### config.mk
export PLATFORM = sky130hd
export DESIGN_NAME = md5_block_engine
export DESIGN_NICKNAME = d
export VERILOG_FILES = /design/src/rtl/md5_block_engine.sv
export SDC_FILE = /design/constraint.sdc
export NUM_CORES = 2
export LEC_CHECK = 0
export ABC_AREA = 1
export CORE_UTILIZATION = 25
export DETAILED_ROUTE_END_ITERATION = 16
export PLACE_DENSITY = 0.43
export SLEW_MARGIN = 15
export SYNTH_ARGS = -nofsm -noshare
export SYNTH_HDL_FRONTEND = slang
export SYNTH_SLANG_ARGS = --single-unit
### constraint.sdc
create_clock -name clk -period 9.2 [get_ports clk]
set_input_delay 2.3 -clock clk [delete_from_list [all_inputs] [get_ports clk]]
set_output_delay 2.3 -clock clk [all_outputs]
set_load 0.01 [all_outputs]
### src/rtl/md5_block_engine.sv
// md5_block_engine
//   MD5 compression engine. Absorbs 512-bit blocks as a valid/ready stream of
//   IN_WORDS 32-bit words per beat, runs the 64 RFC 1321 steps at
//   STEPS_PER_CYCLE steps per clock and chains blocks into a 128-bit digest.
//
// Parameters
//   IN_WORDS         words per input beat (1, 2, 4)
//   STEPS_PER_CYCLE  MD5 steps per clock (1, 2, 4)
//
// Ports
//   clk, rst_n       clock, asynchronous active-low reset
//   dataVld/dataRdy  beat handshake; dataIn word i = X[beat*IN_WORDS+i]
//   msgFirst/msgLast sampled on the first beat of a block only
//   busy             high while computing or accumulating
//   msgDgstVld       one-cycle pulse when msgDigest is updated
//   msgDigest        {A,B,C,D}, A in [127:96]
//
// Configuration
//   MD5_BYTE_SWAP_EN  when defined, input words and digest words are
//                     byte-reversed (big-endian byte stream / canonical hex).
module md5_block_engine #(
  parameter int unsigned IN_WORDS        = 1,
  parameter int unsigned STEPS_PER_CYCLE = 1
) (
  input  logic                    clk,
  input  logic                    rst_n,
  input  logic                    dataVld,
  output logic                    dataRdy,
  input  logic [32*IN_WORDS-1:0]  dataIn,
  input  logic                    msgFirst,
  input  logic                    msgLast,
  output logic                    busy,
  output logic                    msgDgstVld,
  output logic [127:0]            msgDigest
);

  localparam int unsigned Beats    = 16 / IN_WORDS;
  localparam logic [3:0]  LastBeat = 4'(Beats - 1);
  localparam logic [5:0]  StepInc  = 6'(STEPS_PER_CYCLE);
  localparam logic [5:0]  LastStep = 6'(64 - STEPS_PER_CYCLE);
  localparam logic [127:0] Iv = {32'h67452301, 32'hefcdab89, 32'h98badcfe, 32'h10325476};

  localparam logic [31:0] KRom [64] = '{
    32'hd76aa478, 32'he8c7b756, 32'h242070db, 32'hc1bdceee,
    32'hf57c0faf, 32'h4787c62a, 32'ha8304613, 32'hfd469501,
    32'h698098d8, 32'h8b44f7af, 32'hffff5bb1, 32'h895cd7be,
    32'h6b901122, 32'hfd987193, 32'ha679438e, 32'h49b40821,
    32'hf61e2562, 32'hc040b340, 32'h265e5a51, 32'he9b6c7aa,
    32'hd62f105d, 32'h02441453, 32'hd8a1e681, 32'he7d3fbc8,
    32'h21e1cde6, 32'hc33707d6, 32'hf4d50d87, 32'h455a14ed,
    32'ha9e3e905, 32'hfcefa3f8, 32'h676f02d9, 32'h8d2a4c8a,
    32'hfffa3942, 32'h8771f681, 32'h6d9d6122, 32'hfde5380c,
    32'ha4beea44, 32'h4bdecfa9, 32'hf6bb4b60, 32'hbebfbc70,
    32'h289b7ec6, 32'heaa127fa, 32'hd4ef3085, 32'h04881d05,
    32'hd9d4d039, 32'he6db99e5, 32'h1fa27cf8, 32'hc4ac5665,
    32'hf4292244, 32'h432aff97, 32'hab9423a7, 32'hfc93a039,
    32'h655b59c3, 32'h8f0ccc92, 32'hffeff47d, 32'h85845dd1,
    32'h6fa87e4f, 32'hfe2ce6e0, 32'ha3014314, 32'h4e0811a1,
    32'hf7537e82, 32'hbd3af235, 32'h2ad7d2bb, 32'heb86d391
  };

  // Indexed by {round, step[1:0]}
  localparam logic [4:0] STab [16] = '{
    5'd7, 5'd12, 5'd17, 5'd22, 5'd5, 5'd9,  5'd14, 5'd20,
    5'd4, 5'd11, 5'd16, 5'd23, 5'd6, 5'd10, 5'd15, 5'd21
  };

  typedef enum logic [1:0] {StLoad, StCompute, StAccum} state_e;

  state_e       state;
  logic [3:0]   beatCnt;
  logic [5:0]   stepCnt;
  logic [31:0]  xBuf [16];
  logic [127:0] hReg;      // chaining value {A,B,C,D}
  logic [127:0] work;      // working registers {A,B,C,D}
  logic         lastBlk;
  logic [127:0] workNext;
  logic [127:0] hSum;

  function automatic logic [31:0] bswap(input logic [31:0] w);
`ifdef MD5_BYTE_SWAP_EN
    return {w[7:0], w[15:8], w[23:16], w[31:24]};
`else
    return w;
`endif
  endfunction

  function automatic logic [31:0] rotl(input logic [31:0] v, input logic [4:0] s);
    return (v << s) | (v >> (6'd32 - {1'b0, s}));
  endfunction

  function automatic logic [3:0] msgIdx(input logic [5:0] i);
    logic [3:0] g;
    case (i[5:4])
      2'd0:    g = i[3:0];
      2'd1:    g = i[3:0] * 4'd5 + 4'd1;
      2'd2:    g = i[3:0] * 4'd3 + 4'd5;
      default: g = i[3:0] * 4'd7;
    endcase
    return g;
  endfunction

  function automatic logic [127:0] md5Step(input logic [127:0] st, input logic [5:0] i,
                                           input logic [31:0] xw);
    logic [31:0] a, b, c, d, f, sum;
    {a, b, c, d} = st;
    case (i[5:4])
      2'd0:    f = (b & c) | (~b & d);
      2'd1:    f = (d & b) | (~d & c);
      2'd2:    f = b ^ c ^ d;
      default: f = c ^ (b | ~d);
    endcase
    sum = a + f + KRom[i] + xw;
    return {d, b + rotl(sum, STab[{i[5:4], i[1:0]}]), b, c};
  endfunction

  // STEPS_PER_CYCLE steps chained combinationally from the current step index
  always_comb begin
    workNext = work;
    for (int j = 0; j < int'(STEPS_PER_CYCLE); j++) begin
      workNext = md5Step(workNext, stepCnt + 6'(j), xBuf[msgIdx(stepCnt + 6'(j))]);
    end
  end

  assign hSum = {hReg[127:96] + work[127:96], hReg[95:64] + work[95:64],
                 hReg[63:32] + work[63:32], hReg[31:0] + work[31:0]};

  assign dataRdy = (state == StLoad);
  assign busy    = (state != StLoad);

  always_ff @(posedge clk or negedge rst_n) begin
    if (!rst_n) begin
      state      <= StLoad;
      beatCnt    <= '0;
      stepCnt    <= '0;
      hReg       <= Iv;
      work       <= '0;
      lastBlk    <= 1'b0;
      msgDigest  <= '0;
      msgDgstVld <= 1'b0;
      for (int i = 0; i < 16; i++) xBuf[i] <= '0;
    end else begin
      msgDgstVld <= 1'b0;
      case (state)
        StLoad: begin
          if (dataVld) begin
            for (int i = 0; i < int'(IN_WORDS); i++) begin
              xBuf[4'(int'(beatCnt) * int'(IN_WORDS) + i)] <= bswap(dataIn[32*i +: 32]);
            end
            if (beatCnt == '0) begin
              lastBlk <= msgLast;
              // msgFirst overrides any chained value
              if (msgFirst) begin
                hReg <= Iv;
                work <= Iv;
              end else begin
                work <= hReg;
              end
            end
            if (beatCnt == LastBeat) begin
              beatCnt <= '0;
              state   <= StCompute;
            end else begin
              beatCnt <= beatCnt + 4'd1;
            end
          end
        end
        StCompute: begin
          work    <= workNext;
          stepCnt <= stepCnt + StepInc;  // wraps to 0 after the final step
          if (stepCnt == LastStep) state <= StAccum;
        end
        StAccum: begin
          state <= StLoad;
          if (lastBlk) begin
            // Message done: emit and re-arm so the next block starts fresh
            hReg       <= Iv;
            msgDigest  <= {bswap(hSum[127:96]), bswap(hSum[95:64]),
                           bswap(hSum[63:32]), bswap(hSum[31:0])};
            msgDgstVld <= 1'b1;
          end else begin
            hReg <= hSum;
          end
        end
        default: state <= StLoad;
      endcase
    end
  end

endmodule

======== After elaboration in Yosys (flattened, before gate mapping) ========
Memories as Yosys holds them, arrays and structs flattened.
Index checks and enable logic that the tools add are counted.
word-level totals
  bits in read-only memories .............. 2128
  bits in registers ....................... 910
  word-level logic and storage cells ...... 114
  memories kept ........................... 2
  input port bits ......................... 37
memory list
  memory            words  width  rd ports  clocked after Yosys merged registers in  wr ports  line  text
  (name not given)  64     32     1         0                                        0         113   sum = a + f + KRom[i] + xw;
  (name not given)  16     5      1         0                                        0         114   return {d, b + rotl(sum, STab[{i[5:4], i[1:0]}]), b, c};
cells by class
  bitwise logic cells ..................... 17
  reduce and logical (&&, ||, !) cells .... 13
  eq/ne operators ......................... 10
  mux-type cells .......................... 25
  order comparisons ....................... 5
  $add $sub $neg .......................... 13
  shift operators ......................... 2
  multiply operators ...................... 3
operator list
  kind                   count
  $bwmux W512            1
  $mux W128              4
  $pmux W128 S2          2
  $add A32 B32 Y32       8
  $mux W32               5
  $and A32 B32 Y32       4
  $bmux W32 S4           1
  $demux W32 S4          1
  $or A32 B32 Y32        4
  $pmux W32 S3           1
  $xor A32 B32 Y32       3
  $not A32 Y32           2
  $shl A32 B5 Y32        1
  $shr A32 B6 Y32        1
  $pmux W4 S3            1
  $reduce_and A3 Y1      4
  $ge A5 B5 Y1 const B   2
  $mux W5                2
  $not A4 Y5             2
  $add A4 B1 Y4 const B  2
  $mul A4 B3 Y4 const B  2
  $ge A7 B7 Y1 const B   1
  $not A6 Y7             1
  $add A6 B1 Y6 const B  1
  21 further kinds       32

======== Logic depth before layout (Yosys ltp) ========
  depth in word-level cells ............... 12
  gate-level depth with buffers ........... 61
  depth with buffers taken out ............ 58

======== Worst setup path before layout ========
No wires, ideal clock.
  path kind ............................... reg-to-reg
  start point ............................. register stepCnt[0]
  end point ............................... register work[90]
  data required time ...................... 9077 ps
  stages on the path, launching flop included .. 58
  arrival time ............................ 8751 ps
  path slack .............................. 326 ps
  clock period less this slack ............ 8874 ps
  setup time .............................. 123 ps
  cell sequence ........................... dfrtp_1 > buf_4 > clkinv_1 > ha_1 > inv_1 > nand2_1 > nand2_1 > o21ai_1 > nand2_1 > clkbuf_1 > clkbuf_1 > clkbuf_1 > nand3_1 > a31oi_1 > o21ai_0 > nand2_1 > inv_1 > fa_1 > [... 22 more ...] > nand2_1 > fa_1 > nand3_1 > nand2_1 > a21oi_1 > o21ai_0 > nand2_1 > nand2_1 > a21oi_1 > inv_1 > nand2_1 > nand2_1 > a21oi_1 > inv_1 > a21oi_1 > xnor2_1 > o21ai_0 > nand2_1
between the ends
  longest elaborated chain between the ends .. 12
RTL lines
  item                                                       line    text
  start: declaration                                         72      logic [5:0] stepCnt;
  start signal: assignment                                   170     stepCnt <= stepCnt + StepInc;
  $mul A4 B2 Y4 / $mul A4 B3 Y4 (equally long branches)      97, 96
  $add A4 B3 Y4 / $add A4 B1 Y4 (equally long branches)      97, 96
  $pmux W4 S3                                                94      case (i[5:4])
  $not A4 Y5 (implied by the code)                           121     workNext = md5Step(workNext, stepCnt + 6'(j), xBuf[msgIdx(stepCnt + 6'(j))]);
  $bmux W32 S4                                               121
  $mux W32 (implied by the code) (2 in series)               121
  $add A32 B32 Y32                                           113
  $shr A32 B6 Y32 / $shl A32 B5 Y32 (equally long branches)  89      return (v << s) | (v >> (6'd32 - {1'b0, s}));
  $or A32 B32 Y32 *                                          89
  $add A32 B32 Y32 *                                         114
  $pmux W128 S2 *                                            144     case (state)
  end signal: assignment                                     155     work <= Iv;
  end signal: assignment                                     157     work <= hReg;
  end signal: assignment                                     169     work <= workNext;
  end: declaration                                           75      logic [127:0] work;
Every way passes the cells marked *; elsewhere a longest branch is shown, timed or not. The select of a mux whose other input is x is not followed.
A chain may end at the register's enable or synchronous reset.

======== Final worst setup path ========
  start point ............................. register stepCnt[1]
  end point ............................... register work[95]
Same word-level chain as after synthesis.

==> impl_results.md <==
* Row count at 176
* Slew Limit Fails at 0
* Req. time, crit path at 9830 ps
* Non-filler cells, final at 11.0k
* DRT Wirelength at 255 mm
* Worst Path Arrival at 9330 ps
* DRT iter0 DRCs at about 5.1k
* Core area at about 230000 um2
* Worst min-delay path class: register to register
* Crit path kind: register to register
* Reg clk slew, reported paths at 60 ps
* R2R Path Start: stepCnt[1]
* TNS Setup at 0 ps
* Initial antenna violation count at 5
* Initial Util at 25.2%
* Detail Route Antenna Nets at 0
* CP dominant cell by count: nand2_1
* Syn Inst Count at 7891
* Initial DRT Pass Iterations at 8
* Tmin final at 8700 ps
* Final worst slack at 501 ps
* CP Launch Point: stepCnt[1]
* Dominant cell type by area after synthesis: dfrtp_1
* Remaining DRCs at 0
* H-tree depth at 3
* Share of layout cells above drive strength 1 at 10.5%
* Synth Area per Inst at around 7.4 um2
* GRT Total Usage at 21.3%
* HP Start: xBuf[147]
* Number of global-route vias before repair at ~54k
* Crit start category: register
* Tcrit/Tclk final at 94.6%
* FF+latch count, synth at 910
* Largest net degree at the start of global routing at 151
* Register area share after synthesis at 39.3%
* Clock Path Buffers at 3
* Vias at 55.6k
* Asr flop ratio synth at 100%
* Crit-path max FO at 14
* Sink Count at 910
* Detail-routed net length per standard cell at 23.1 um
* Achievable Freq at 115 MHz
* Final hold vios at 0
* Top area cells in the synthesized netlist: dfrtp_1 (36%), nand2_1 (12%), nand3_1 (6.5%)
* Type of destination of the critical path: register
* Worst-margin pin slew at 1190 ps
* Root Driver: clkbuf_16
* Synth warn at 0
* Number of placed cells counting well taps at around 11k
* Skew final at a little under 100 ps
* Top cell type's share of synthesized area at between 30% and 40%
* Clk Latency, worst-skew pair at 800 ps
* Layout area overhead at 18.6%
* Hpwl dp at 188 mm
* Vias per std cell at approximately 5
* Post-synth EDFFs at 0
* Placer congestion estimate at ~0.95
* Boundary Pins at about 170
* Max incr delay on CP at approximately 510 ps
* Slew margin rel. at 20.2%
* Setup Viol. Count Final at 0
* Total grt overflow at 0
* First-pass GRT wire length at 377 mm
* Mapped Area at just under 60000 um2
* Max-Cap Viols at 0
* TritonCTS clock tree: built
* PortBufs at 167
* Final net count at 8237
* RSZ-0062 raised after global routing: true
* CTS Buf Count at 110
* Place WS at -69.8 ps
* Die Span Y at 484 um
* CTS Hold Buffers Added at 0
* Die area at 235000 um2
* Chip width at 484 um
* Commonest register cell after synthesis: dfrtp_1
* Net Count, Synth at 8214
* Slowest-stage cell, CP: fa_1
* Status: completed
* Yosys cell types at between 60 and 70
layout make-up:
cell class              instances  area, um2
diodes                          2       5.00
clock buffers                 153       3140
clock inverters                54        722
fillers                     24800     162000
inverters                     731       2770
multi-input cells            5570      30500
flip-flops and latches        910      22900
well taps                    3026       3790
repair buffers                591       5300
cells in the final DEF, fill, tap and decap left out, types with 20 or more instances in the layout:
| cell | netlist | final |
|---|---|---|
| a21oi_1 | 571 | 559 |
| a22oi_1 | 72 | 72 |
| a31oi_1 | 134 | 132 |
| a32o_1 | 68 | 68 |
| buf_12 | 0 | 29 |
| buf_4 | 1 | 391 |
| clkbuf_1 | 622 | 22 |
| clkbuf_16 | 0 | 113 |
| clkbuf_8 | 0 | 20 |
| clkdlybuf4s50_1 | 0 | 165 |
| clkinv_2 | 0 | 27 |
| dfrtp_1 | 846 | 846 |
| dfstp_2 | 64 | 64 |
| fa_1 | 71 | 70 |
| ha_1 | 215 | 209 |
| inv_1 | 714 | 707 |
| nand2_1 | 1838 | 1822 |
| nand3_1 | 754 | 743 |
| nand4_1 | 29 | 29 |
| nor2_1 | 448 | 436 |
| nor3_1 | 56 | 50 |
| o211ai_1 | 114 | 114 |
| o21ai_0 | 742 | 718 |
| o21ai_1 | 36 | 51 |
| or2_2 | 34 | 34 |
| xnor2_1 | 52 | 50 |
| xor2_1 | 87 | 86 |
cells in the mapped netlist (7+ instances only):
cell type,n
a2111oi_0,8
a211oi_1,16
a21boi_0,14
a21o_1,15
a21oi_1,571
a221oi_1,19
a22oi_1,72
a31oi_1,134
a32o_1,68
a32oi_1,14
buf_1,43
buf_2,13
clkbuf_1,622
dfrtp_1,846
dfstp_2,64
fa_1,71
ha_1,215
inv_1,714
inv_2,13
nand2_1,1838
nand3_1,754
nand3b_1,14
nand4_1,29
nor2_1,448
nor3_1,56
nor3b_1,7
nor4_1,10
o211ai_1,114
o21a_1,18
o21ai_0,742
o21ai_1,36
o21bai_1,11
o221ai_1,18
o22ai_1,17
o31ai_1,13
or2_2,34
xnor2_1,52
xor2_1,87
state kept, by name, summed over array words and instances, names as in the netlist:
register / cells
xBuf: 512
lastBlk: 1
hReg: 128
msgDgstVld: 1
msgDigest: 128
beatCnt: 4
work: 128
state: 2
stepCnt: 6
critical path: cells and delay by family, from the launching register on:
kind | cells | cell delay (ps)
buf+inv | 15 | 1740
xor+xnor | 2 | 410
fa+ha+maj | 6 | 2310
flops | 1 | 420
compound gates | 9 | 1660
simple gates | 19 | 1970
timing repair:
action,in CTS,in global routing
gates cloned,0,2
setup endpoints to repair,10,25
buffers inserted,0,7
pin swaps,0,29
gates resized for setup,3,109
cells by family (layout without fill, tap and decap cells):
group	after synthesis	after routing	synth area share, %
muxes	4	4	0.0710
buffers and inverters	1411	1529	9.15
xor gates and xnor gates	139	139	2.09
and+or+nand+nor	3209	3209	23.0
adders and majority gates	286	286	7.07
other	0	2	0
AOI/OAI and AO/OA	1932	1932	19.3
DFF	910	910	39.3
path summary, 6_finish.rpt:
kind | endpoint | slack (ps) | cells after the start
max | work[95] | 500 | 51
min | xBuf[147] | 370 | 0
max reg2reg | work[95] | 500 | 51
min reg2reg | xBuf[147] | 370 | 0
max in group asynchronous | xBuf[152] | 5720 | 3
min in group asynchronous | xBuf[409] | 1450 | 1
stage by stage:
stage	instance area (um2)	hold slack, ps	util [%]
3_5_place_dp	64700	366	28.1
4_1_cts	68600	378	29.7
3_3_place_gp	64700	365	28.1
2_1_floorplan	58200	429	-
5_1_grt	69000	383	29.9
6_report	69000	375	29.9
routing by layer:
metal	vias to the layer above	GRT usage (%)	wire length [um]
li1	26400	-	-
met1	27200	30.8	121000
met2	1644	33.0	112000
met3	266	2.57	13800
met4	0	6.39	7510
met5	-	0	0
Power is not shown: default switching activity piles up to over one toggle a cycle in this logic, so the estimate is an artifact.
